--- src/rtl/fft8_ctrl.sv ---
// Control sequencer for an 8-point radix-2 DIT FFT: bit-reversed load, 3x4 butterfly
// schedule with post-stage bubbles, natural-order drain. Holds no sample data.
module fft8_ctrl #(
    parameter int BF_LAT = 1
) (
    input  logic       clk,
    input  logic       rst,
    input  logic       in_valid,
    output logic       in_ready,
    output logic       load_en,
    output logic [2:0] load_addr,
    output logic       bf_en,
    output logic [1:0] stage,
    output logic [2:0] addr_a,
    output logic [2:0] addr_b,
    output logic [1:0] tw_idx,
    output logic       out_valid,
    input  logic       out_ready,
    output logic [2:0] out_addr,
    output logic       busy,
    output logic       done
);

    typedef enum logic [1:0] {
        ST_LOAD  = 2'd0,
        ST_CALC  = 2'd1,
        ST_WAIT  = 2'd2,
        ST_DRAIN = 2'd3
    } state_t;

    localparam logic [2:0] WAIT_INIT = (BF_LAT > 0) ? 3'(BF_LAT - 1) : 3'd0;

    state_t     state_q, state_d;
    logic [2:0] cnt_q, cnt_d;
    logic [1:0] k_q, k_d;
    logic [1:0] stage_q, stage_d;
    logic [2:0] wcnt_q, wcnt_d;
    logic       done_q, done_d;

    function automatic logic [2:0] bitrev3(input logic [2:0] v);
        return {v[0], v[1], v[2]};
    endfunction

    // State and counter registers with synchronous active-low reset.
    always_ff @(posedge clk) begin
        if (!rst) begin
            state_q <= ST_LOAD;
            cnt_q   <= 3'd0;
            k_q     <= 2'd0;
            stage_q <= 2'd0;
            wcnt_q  <= 3'd0;
            done_q  <= 1'b0;
        end else begin
            state_q <= state_d;
            cnt_q   <= cnt_d;
            k_q     <= k_d;
            stage_q <= stage_d;
            wcnt_q  <= wcnt_d;
            done_q  <= done_d;
        end
    end

    // Next-state logic; k and stage freeze outside CALC so addresses hold.
    always_comb begin
        state_d = state_q;
        cnt_d   = cnt_q;
        k_d     = k_q;
        stage_d = stage_q;
        wcnt_d  = wcnt_q;
        done_d  = 1'b0;
        case (state_q)
            ST_LOAD: begin
                if (in_valid) begin
                    if (cnt_q == 3'd7) begin
                        state_d = ST_CALC;
                        cnt_d   = 3'd0;
                        k_d     = 2'd0;
                        stage_d = 2'd0;
                    end else begin
                        cnt_d = cnt_q + 3'd1;
                    end
                end else begin
                    cnt_d = cnt_q;
                end
            end
            ST_CALC: begin
                if (k_q == 2'd3) begin
                    if (BF_LAT > 0) begin
                        state_d = ST_WAIT;
                        wcnt_d  = WAIT_INIT;
                    end else if (stage_q != 2'd2) begin
                        stage_d = stage_q + 2'd1;
                        k_d     = 2'd0;
                    end else begin
                        state_d = ST_DRAIN;
                        cnt_d   = 3'd0;
                    end
                end else begin
                    k_d = k_q + 2'd1;
                end
            end
            ST_WAIT: begin
                if (wcnt_q == 3'd0) begin
                    if (stage_q != 2'd2) begin
                        state_d = ST_CALC;
                        stage_d = stage_q + 2'd1;
                        k_d     = 2'd0;
                    end else begin
                        state_d = ST_DRAIN;
                        cnt_d   = 3'd0;
                    end
                end else begin
                    wcnt_d = wcnt_q - 3'd1;
                end
            end
            ST_DRAIN: begin
                if (out_ready) begin
                    if (cnt_q == 3'd7) begin
                        state_d = ST_LOAD;
                        cnt_d   = 3'd0;
                        done_d  = 1'b1;
                    end else begin
                        cnt_d = cnt_q + 3'd1;
                    end
                end else begin
                    cnt_d = cnt_q;
                end
            end
            default: begin
                state_d = ST_LOAD;
                cnt_d   = 3'd0;
            end
        endcase
    end

    // Butterfly address and twiddle decode from (stage, k).
    always_comb begin
        addr_a = 3'd0;
        addr_b = 3'd1;
        tw_idx = 2'd0;
        case (stage_q)
            2'd0: begin
                addr_a = {k_q, 1'b0};
                addr_b = {k_q, 1'b1};
                tw_idx = 2'd0;
            end
            2'd1: begin
                addr_a = {k_q[1], 1'b0, k_q[0]};
                addr_b = {k_q[1], 1'b1, k_q[0]};
                tw_idx = {k_q[0], 1'b0};
            end
            2'd2: begin
                addr_a = {1'b0, k_q};
                addr_b = {1'b1, k_q};
                tw_idx = k_q;
            end
            default: begin
                addr_a = 3'd0;
                addr_b = 3'd1;
                tw_idx = 2'd0;
            end
        endcase
    end

    assign in_ready  = (state_q == ST_LOAD);
    assign load_en   = in_valid & in_ready;
    assign load_addr = bitrev3(cnt_q);
    assign bf_en     = (state_q == ST_CALC);
    assign stage     = stage_q;
    assign out_valid = (state_q == ST_DRAIN);
    assign out_addr  = cnt_q;
    assign busy      = !((state_q == ST_LOAD) && (cnt_q == 3'd0));
    assign done      = done_q;

endmodule

--- config.mk ---
export PLATFORM = sky130hd
export DESIGN_NAME = fft8_ctrl
export DESIGN_NICKNAME = d
export VERILOG_FILES = /design/src/rtl/fft8_ctrl.sv
export SDC_FILE = /design/constraint.sdc
export NUM_CORES = 1
export LEC_CHECK = 0
export ABC_AREA = 1
export BUFFER_PORTS_ARGS = -buffer_cell sky130_fd_sc_hd__buf_4
export CORE_MARGIN = 2
export CORE_UTILIZATION = 50
export CTS_CLUSTER_DIAMETER = 60
export DETAILED_ROUTE_END_ITERATION = 12
export GPL_ROUTABILITY_DRIVEN = 0
export MAX_ROUTING_LAYER = met4
export PLACE_DENSITY = 0.82
export SETUP_SLACK_MARGIN = 0.15
export SLEW_MARGIN = 15
export SYNTH_ARGS = -nofsm -noshare
export SYNTH_HDL_FRONTEND = slang
export SYNTH_SLANG_ARGS = --single-unit
--- constraint.sdc ---
create_clock -name clk -period 1.4 [get_ports clk]
set_input_delay 0 -clock clk [delete_from_list [all_inputs] [get_ports clk]]
set_output_delay 0 -clock clk [all_outputs]
set_load 0.005 [all_outputs]
==> flow_metrics.env <==
export IMPL_status="finished with violations"
export IMPL_violations="negative setup slack"
export IMPL_synth_ff_type="dfxtp_1"
export IMPL_r2r_setup_slack_ps=20
export IMPL_fmax_mhz=707
export IMPL_utilization_pct=89.7
export IMPL_topRoutingLayerUsed="met4"
export IMPL_io_buffers=25
export IMPL_synthesis_instances=143
export IMPL_antenna_found_initial=0
export IMPL_core_area_sq_um=1750
export IMPL_layout_area_seq_sq_um=289
export IMPL_hold_viol_final=0
export IMPL_synth_fa_ha_area_share_pct=14.8
export IMPL_met1_length_mm=1.50
export IMPL_synth_common_cells="nand2_1, nor2_1, inv_1"
export IMPL_grt_pass1_wl_mm=4.45
export IMPL_setup_viol=1
export IMPL_crit_fanout=5
export IMPL_crit_path_max_incr_delay_ps=400
export IMPL_die_area_sq_um=2220
export IMPL_slew_violations=0
export IMPL_ioPinCount=26
export IMPL_cts_buffer_depth=2
export IMPL_post_route_period_util_pct=101
export IMPL_grt_max_degree=13
export IMPL_routed_via_density=5.85
export IMPL_synth_seq_cells=13
export IMPL_path_clk_slew_ps=90
export IMPL_drv_cap=0
export IMPL_cts_max_level=1
export IMPL_synth_area_top_cells="dfxtp_1, ha_1, nand2_1"
export IMPL_nFillCells=74
export IMPL_grt_pass1_vias=998
export IMPL_cp_cell_sequence="ha_1 -> nor2_1 -> nand2_1 -> buf_6"
export IMPL_yosys_area_share_simple_pct=36.0
export IMPL_synth_top_family_by_area="simple AND/OR/NAND/NOR gates"
export IMPL_vias=1222
export IMPL_fin_nets=200
export IMPL_fin_ws_ps=-15.3
export IMPL_avgSynthCellArea_sq_um=6.49
export IMPL_min_period_ps=1420
export IMPL_holdWs_ps=7.61
export IMPL_holdCritStartpoint="rst"
export IMPL_netlist_area_sq_um=928
export IMPL_synth_compound_area_share_pct=9.84
export IMPL_cts_tree="built"
export IMPL_drt_iter0_drc=59
export IMPL_r2r_end="k_q[1]"
export IMPL_drc=0
export IMPL_met2_length_mm=1.91
export IMPL_crit_buf_inv=1
export IMPL_cp_required_ps=1400
export IMPL_crit_start="stage[1]"
export IMPL_slew_headroom_pct=82.4
export IMPL_routed_wl_mm=3.98
export IMPL_arrival_ps=1420
export IMPL_hpwl_mm=1.74
export IMPL_hold_class="in -> reg"
export IMPL_cpLargestDelayFamily="flip-flops"
export IMPL_diodes=0
export IMPL_drtAntennaViolNets=0
export IMPL_peakVddDrop_mv=1.70
export IMPL_synthMuxAreaShare_pct=0
export IMPL_crit_path_end="addr_b[0]"
export IMPL_drive_gt1_share_pct=57.1
export IMPL_synth_top_area_share_pct=28.0
export IMPL_r2r_cells=9
export IMPL_start_util_pct=53.2
export IMPL_dieWidth_um=47.1
export IMPL_cp_slowest_cell="dfxtp_4"
export IMPL_p_leak_nw=0.749
export IMPL_yosys_area_top_type="dfxtp_1"
export IMPL_fp_row_count=15
export IMPL_root_buffer="clkbuf_4"
export IMPL_placedCellCount=191
export IMPL_synth_most_common_cell="nand2_1"
export IMPL_area_growth_pct=68.7
export IMPL_multi_input_area_sq_um=807
export IMPL_wl_per_cell_um=19.0
export IMPL_p_total_mw=3.84
export IMPL_syn_num_nets=158
export IMPL_ys_seq_area_share_pct=28.0
export IMPL_reg2reg_from="out_addr[0]"
export IMPL_placed_area_sq_um=1180
export IMPL_yosysWarnings=0
export IMPL_synth_edf_count=0
export IMPL_grt_use_total_pct=29.4
export IMPL_worst_pin_slew_ps=263
export IMPL_dp_slack_ps=14.0
export IMPL_overflow=0
export IMPL_path_class="reg -> out"
export IMPL_wl_met3_um=309
export IMPL_fin_skew_ps=5.28
export IMPL_ys_types=19
export IMPL_cp_num_cells=4
export IMPL_first_pass_iters=5
export IMPL_tns_ps=-15.3
export IMPL_cts_buffers=3
export IMPL_cp_end_kind="output pin"
export IMPL_power_density_nw_per_um2=2450
export IMPL_post_synth_xor_area_fraction_pct=0
export IMPL_final_cells=209
export IMPL_postLayoutCellArea_sq_um=1570
export IMPL_async_flop_share_pct=0
export IMPL_clock_sinks=13
export IMPL_critPathLaunchType="register"
export IMPL_clock_latency_ps=290
export IMPL_rsz0062_at_grt="true"
export IMPL_die_h_um=47.1
[cell type report]
type | count | share of cell area (%)
inverters | 21 | 5.83
flip-flops and latches | 13 | 18.5
clock buffers | 4 | 1.68
repair buffers | 41 | 20.5
well taps | 25 | 2.00
multi-input cells | 105 | 51.5
[repair_timing]
action	4_1_cts	5_1_grt
pin swaps	12	19
setup endpoints to repair	17	19
hold endpoints to repair	1	0
gates cloned	0	0
hold buffers	1	0
resized for setup	46	32
buffers inserted	8	5
[sequential cells by signal, summed over array words and instances (netlist names)]
name      flops
k_q           2
stage         2
state_q       2
out_addr      3
done          1
wcnt_q        3
[report_power, final]
group / internal, mW / switching, mW / leakage (nW)
sequential: 0.560 / 0.268 / 0.113
combinational: 1.28 / 1.48 / 0.622
clock: 0.111 / 0.144 / 0.0150
total: 1.95 / 1.89 / 0.749
[cells in the final DEF (no fill, tap or decap)]
cell	count
a21boi_2	1
a21oi_1	3
a21oi_2	5
a21oi_4	1
and2_4	1
buf_4	37
buf_6	3
clkbuf_1	1
clkbuf_4	3
dfxtp_1	2
dfxtp_2	5
dfxtp_4	6
dlygate4sd3_1	1
ha_1	2
ha_2	2
ha_4	7
inv_1	10
inv_2	8
inv_4	1
inv_6	2
nand2_1	25
nand2_2	5
nand2_4	5
nand2_8	1
nand3_1	10
nand3_2	3
nand3_4	1
nand3b_1	1
nor2_1	18
nor2_2	3
nor2_4	3
nor3_1	1
o21ai_0	3
o21ai_1	2
o21ai_2	1
o21ai_4	1
[routing by layer]
metal,track usage [%],up-vias
li1,-,536
met1,37.2,562
met2,46.3,91
met3,4.62,33
met4,12.2,0
met5,-,-
[worst min path at each step]
stage | cells after the start | endpoint | slack [ps]
6_report | 3 | state_q[0] | 8
5_1_grt | 3 | state_q[0] | 10
4_1_cts | 3 | k_q[1] | 7
3_5_place_dp | 3 | done | 280
3_3_place_gp | 3 | done | 280
2_1_floorplan | 2 | load_en | 90
[logic make-up after synthesis]
logic type / after synthesis
AO/OA/AOI/OAI: 17
adder cells (fa/ha/maj): 11
buffers and inverters: 25
flip-flops: 13
AND/OR/NAND/NOR: 77
[worst register-to-register path, delay by kind of cell, from the launching register on]
kind                     cells  cell delay, ps
flip-flops                   1             370
AND/OR/NAND/NOR              7             600
adder cells (fa/ha/maj)      2             300
Power figures use the tool's default switching activity.
